[src/rtl/fetch_responder_if.sv]
//------------------------------------------------------------------------------
// Module : fetch_responder_if
// Brief  : Fetch request/response handshake bundle between PC stage and memory.
// Rev    : 1.0  initial release
//------------------------------------------------------------------------------
`default_nettype none

interface fetch_responder_if #(
    parameter int ADDR_W = 8,
    parameter int DATA_W = 8
);
    logic              req_valid;
    logic [ADDR_W-1:0] req_addr;
    logic              req_ready;
    logic              rsp_valid;
    logic              rsp_ready;
    logic [DATA_W-1:0] rsp_data;
    logic [ADDR_W-1:0] rsp_addr;

    modport master (
        output req_valid, req_addr, rsp_ready,
        input  req_ready, rsp_valid, rsp_data, rsp_addr
    );

    modport slave (
        input  req_valid, req_addr, rsp_ready,
        output req_ready, rsp_valid, rsp_data, rsp_addr
    );
endinterface

`default_nettype wire

[src/rtl/fetch_responder.sv]
//------------------------------------------------------------------------------
// Module : fetch_responder
// Brief  : Instruction memory responder with programmable wait states.
// Rev    : 1.0  initial release
//------------------------------------------------------------------------------
`default_nettype none

module fetch_responder #(
    parameter int ADDR_W      = 8,
    parameter int DATA_W      = 8,
    parameter int WAIT_STATES = 2
) (
    input  wire                 CLK,
    input  wire                 areset,
    fetch_responder_if.slave    bus,
    input  wire                 load_en,
    input  wire  [ADDR_W-1:0]   load_addr,
    input  wire  [DATA_W-1:0]   load_data
);

    if (WAIT_STATES < 0 || WAIT_STATES > 15) begin : g_bad_wait_states
        $error("fetch_responder: WAIT_STATES must be in 0..15");
    end

    localparam int         C_DEPTH = 1 << ADDR_W;
    localparam logic [3:0] C_WAIT  = 4'(WAIT_STATES);

    typedef enum logic [1:0] {
        S_IDLE = 2'd0,
        S_WAIT = 2'd1,
        S_RESP = 2'd2
    } state_t;

    state_t            r_state;
    state_t            w_next;
    logic [3:0]        r_cnt;
    logic [DATA_W-1:0] r_rsp_data;
    logic [ADDR_W-1:0] r_rsp_addr;
    logic [DATA_W-1:0] r_mem [C_DEPTH];
    logic              w_accept;

    assign bus.req_ready = (r_state == S_IDLE);
    assign bus.rsp_valid = (r_state == S_RESP);
    assign bus.rsp_data  = r_rsp_data;
    assign bus.rsp_addr  = r_rsp_addr;
    assign w_accept      = bus.req_valid && (r_state == S_IDLE);

    always_ff @(posedge CLK or posedge areset) begin
        if (areset) begin
            r_state <= S_IDLE;
        end else begin
            r_state <= w_next;
        end
    end

    always_comb begin
        w_next = r_state;
        case (r_state)
            S_IDLE: begin
                if (w_accept) begin
                    w_next = (C_WAIT == 4'd0) ? S_RESP : S_WAIT;
                end
            end
            S_WAIT: begin
                if (r_cnt == 4'd1) begin
                    w_next = S_RESP;
                end
            end
            S_RESP: begin
                if (bus.rsp_ready) begin
                    w_next = S_IDLE;
                end
            end
            default: w_next = S_IDLE;
        endcase
    end

    always_ff @(posedge CLK or posedge areset) begin
        if (areset) begin
            r_cnt <= 4'd0;
        end else if (w_accept) begin
            r_cnt <= C_WAIT;
        end else if (r_state == S_WAIT) begin
            r_cnt <= r_cnt - 4'd1;
        end
    end

    // Read captured at the accept edge, so a same-edge load leaves the old word in flight.
    always_ff @(posedge CLK or posedge areset) begin
        if (areset) begin
            r_rsp_data <= '0;
            r_rsp_addr <= '0;
        end else if (w_accept) begin
            r_rsp_data <= r_mem[bus.req_addr];
            r_rsp_addr <= bus.req_addr;
        end
    end

    always_ff @(posedge CLK or posedge areset) begin
        if (areset) begin
            for (int i = 0; i < C_DEPTH; i++) begin
                r_mem[i] <= '0;
            end
        end else if (load_en) begin
            r_mem[load_addr] <= load_data;
        end
    end

endmodule

`default_nettype wire
[src/flat_wrapper.sv]
// flat-port wrapper written by rule: the top's interface ports become plain ports
module fetch_responder_flat 
#(
    parameter int ADDR_W      = 8,
    parameter int DATA_W      = 8,
    parameter int WAIT_STATES = 2
)
  (CLK, areset, load_en, load_addr, load_data, bus_req_valid, bus_req_addr, bus_rsp_ready, bus_req_ready, bus_rsp_valid, bus_rsp_data, bus_rsp_addr);
  fetch_responder_if #(.ADDR_W(ADDR_W), .DATA_W(DATA_W)) bus_i ();
  input  wire CLK;
  input  wire areset;
  input  wire load_en;
  input  wire  [ADDR_W-1:0] load_addr;
  input  wire  [DATA_W-1:0] load_data;
  input wire logic [$bits(bus_i.req_valid)-1:0] bus_req_valid;
  input wire logic [$bits(bus_i.req_addr)-1:0] bus_req_addr;
  input wire logic [$bits(bus_i.rsp_ready)-1:0] bus_rsp_ready;
  output wire logic [$bits(bus_i.req_ready)-1:0] bus_req_ready;
  output wire logic [$bits(bus_i.rsp_valid)-1:0] bus_rsp_valid;
  output wire logic [$bits(bus_i.rsp_data)-1:0] bus_rsp_data;
  output wire logic [$bits(bus_i.rsp_addr)-1:0] bus_rsp_addr;
  assign bus_i.req_valid = bus_req_valid;
  assign bus_i.req_addr = bus_req_addr;
  assign bus_i.rsp_ready = bus_rsp_ready;
  assign bus_req_ready = bus_i.req_ready;
  assign bus_rsp_valid = bus_i.rsp_valid;
  assign bus_rsp_data = bus_i.rsp_data;
  assign bus_rsp_addr = bus_i.rsp_addr;
  fetch_responder #(.ADDR_W(ADDR_W), .DATA_W(DATA_W), .WAIT_STATES(WAIT_STATES)) u_core (.CLK(CLK), .areset(areset), .bus(bus_i), .load_en(load_en), .load_addr(load_addr), .load_data(load_data));
endmodule
[config.mk]
export PLATFORM = sky130hd
export DESIGN_NAME = fetch_responder_flat
export DESIGN_NICKNAME = d
export VERILOG_FILES = /design/src/rtl/fetch_responder_if.sv /design/src/rtl/fetch_responder.sv /design/src/flat_wrapper.sv
export SDC_FILE = /design/constraint.sdc
export NUM_CORES = 2
export LEC_CHECK = 0
export ABC_AREA = 1
export CAP_MARGIN = 20
export CORE_ASPECT_RATIO = 1.25
export CORE_MARGIN = 2
export CORE_UTILIZATION = 55
export DETAILED_ROUTE_END_ITERATION = 7
export PLACE_DENSITY = 0.68
export SYNTH_ARGS = -nofsm -noshare
export SYNTH_HDL_FRONTEND = slang
export SYNTH_SLANG_ARGS = --single-unit
[constraint.sdc]
create_clock -name CLK -period 96.4 [get_ports CLK]
set_input_delay 14.46 -clock CLK [delete_from_list [all_inputs] [get_ports CLK]]
set_output_delay 14.46 -clock CLK [all_outputs]
set_load 0.01 [all_outputs]
==> metrics.yaml <==
grt.total_usage: 0.338
slew_headroom: 0.237
syn_area_sq_um: 93200
utilization: 0.599
die_w_microns: 372
maxSlewViolCount: 0
status: "completed"
fp.dieArea_sq_um: 173000
r2r_slack_ns: 94.31
drt-vias-per-instance: 6.01
crit_path_start_kind: "primary input"
seq_area_sq_um: 51800
met3_usage: 0.0603
synth_most_common_cell: "nand2_1"
setup-tns-final_ns: 0
grt.busiest_layer: "met2"
power.leakage_uw: 0.0446
hp-class: "reg -> reg"
cp_common_cell: "nand3_1"
multiInputGateArea_sq_um: 37500
cts_sinks: 2070
cts_tree: "yes"
cts_setup_buffers: 0
syn_inst: 11650
r2r_cells: 10
period_needed_ns: 18.79
vias: 80885
hold_end: "u_core.r_mem[1205]"
std_cell_rows: 168
htree_levels: 4
cts_buffers: 202
grt_max_degree: 193
path_class: "in -> reg"
synth_top_area_frac: 0.556
use_met1: 0.470
insertion_delay_ns: 0.86
grt_pass1_vias: 76311
max_freq_mhz: 53.2
reg2reg_from: "u_core.r_mem[1271]"
clockBufferDepth: 3
finalSetupViolations: 0
ant_nets: 0
finalCritPeriodShare: 0.195
worst-path-max-fanout: 189
fin_skew_ns: 0.0344
synth_largest_area_cell: "dfrtp_1"
drc: 0
hold_ws_ns: 0.481
rsz0062_at_grt: "no"
seq_area_frac_synth: 0.556
hpwlAfterDp_mm: 165
holdPathStages: 2
synth-warning-count: 0
power_density_nw_per_um2: 19.1
clockRootBuffer: "clkbuf_16"
cap_violations: 0
initial_utilization: 0.555
cp_cell_sequence: "buf_8 > inv_8 > buf_12 > buf_4 > buf_4 > nand2_1 > nand3_1 > nand3_1 > nand3_1 > nand3_1 > nand3_1 > nand3_1 > nand2_1 > nand2_1 > nand3_1"
ys_seq_elements: 2070
synth_common_cells: "nand2_1 (4,254), dfrtp_1 (2,070), nand3_1 (2,016), o21ai_0 (1,941), clkbuf_1 (726)"
arrival_ns: 19.59
met2_usage: 0.519
antenna_found_initial: 15
gp_congestion: 0.893
cpPeakStageDelay_ns: 0.80
drt_wl_total_mm: 291
end_kind: "flip-flop"
ctsHoldBuffers: 0
place_ws_ns: 76.62
routedWlPerCell_microns: 21.6
synth_cell_types: 18
grt_first_pass_wirelength_mm: 455
syn2layout_area_growth_pct: 7.85
fin_ws_ns: 77.61
io_pins: 47
io_buffers: 46
drt_iter0_markers: 10339
hp-start: "u_core.r_mem[1205]"
firstDrtPassIters: 6
tightest_slew_ns: 1.14
cp.required_ns: 97.20
drive_gt1_frac: 0.0431
ctsResizeCount: 0
die_y_microns: 464
timing.rr.end: "u_core.bus.rsp_data[7]"
synth_nets: 11681
fillers: 14992
asyncSetResetFlopFracSynth: 1.00
path_clk_slew_ns: 0.06
synth-edff-count: 0
total_power_uw: 1920
synthTopCellsByArea: "dfrtp_1 (56%), nand2_1 (17%), nand3_1 (11%)"
nets: 11112
core_sq_um: 168000
critical_path.slowest_cell: "buf_4"
overflow: 0
irDropWorstVdd_mv: 0.0215
hold_viol: 0
avgSynthCellArea_sq_um: 8.00
synth_flop_cell: "dfrtp_1"
## worst max-delay path, delay by kind of cell
family,cells,cell delay (ns)
buffers and inverters,5,2.88
AND/OR/NAND/NOR,10,1.72
## layout by cell type (no fill, tap or decap), drive strengths merged
| master | n |
|---|---|
| clkinv | 45 |
| o22ai | 1 |
| o31ai | 1 |
| nand2 | 4254 |
| clkdlybuf4s50 | 40 |
| nor2 | 185 |
| nor3 | 17 |
| clkinvlp | 1 |
| nand3 | 2016 |
| ha | 2 |
| inv | 64 |
| a21oi | 138 |
| bufinv | 6 |
| clkbuf | 303 |
| dfrtp | 2070 |
| buf | 150 |
| o21ai | 1941 |
| o211ai | 2 |
| diode | 3 |
## logic make-up (layout without fill, tap and decap cells)
family / Yosys count / in the layout / share of synthesized area
AOI/OAI and AO/OA: 2083 / 2083 / 0.112
adders and majority gates: 2 / 2 / 0.000268
buffers and inverters: 1023 / 609 / 0.0435
other: 0 / 3 / 0
and+or+nand+nor: 6472 / 6472 / 0.289
DFF: 2070 / 2070 / 0.556
## metal layers
layer | vias to the layer above | wire (microns)
li1 | 37284 | -
met1 | 39155 | 118000
met2 | 3777 | 133000
met3 | 655 | 25800
met4 | 14 | 14100
met5 | - | 96
## power by group
| group | total [uW] | leakage [uW] | switching [uW] | internal (uW) |
|---|---|---|---|---|
| Clock | 783 | 0.00320 | 343 | 441 |
| Combinational | 187 | 0.0129 | 133 | 53.8 |
| Sequential | 946 | 0.0285 | 29.8 | 916 |
## worst max-delay path by stage
stage | startpoint | end | depth (start not counted)
after global placement | areset | u_core.r_mem[1600] | 7
final | bus_req_addr[0] | u_core.bus.rsp_data[7] | 15
after detailed placement | areset | u_core.r_mem[1603] | 7
after global routing | areset | u_core.r_mem[144] | 7
after floorplan | areset | u_core.bus.rsp_addr[0] | 1
after CTS | areset | u_core.r_mem[144] | 7
## final cells by class
type	count	share of cell area
Clock inverter	56	0.00490
Multi-Input combinational cell	8557	0.372
Antenna cell	3	0.0000747
Timing Repair Buffer	190	0.0176
Tap cell	2210	0.0275
Clock buffer	303	0.0592
Sequential cell	2070	0.515
Inverter	60	0.00316
## sequential cells by signal (all words and copies together) (netlist names)
name                 flops
u_core.bus.rsp_addr      8
u_core.bus.rsp_data      8
u_core.r_cnt             4
u_core.r_mem          2048
u_core.r_state           2
## per-stage QoR
| step | std cells | area, sq um |
|---|---|---|
| 2_1_floorplan | 11650 | 93200 |
| 4_1_cts | 13430 | 100000 |
| 5_1_grt | 13447 | 101000 |
| 3_3_place_gp | 13069 | 93800 |
| 3_5_place_dp | 13071 | 93900 |
| 6_report | 13449 | 101000 |
No activity file was read; power rests on OpenSTA's default activity.
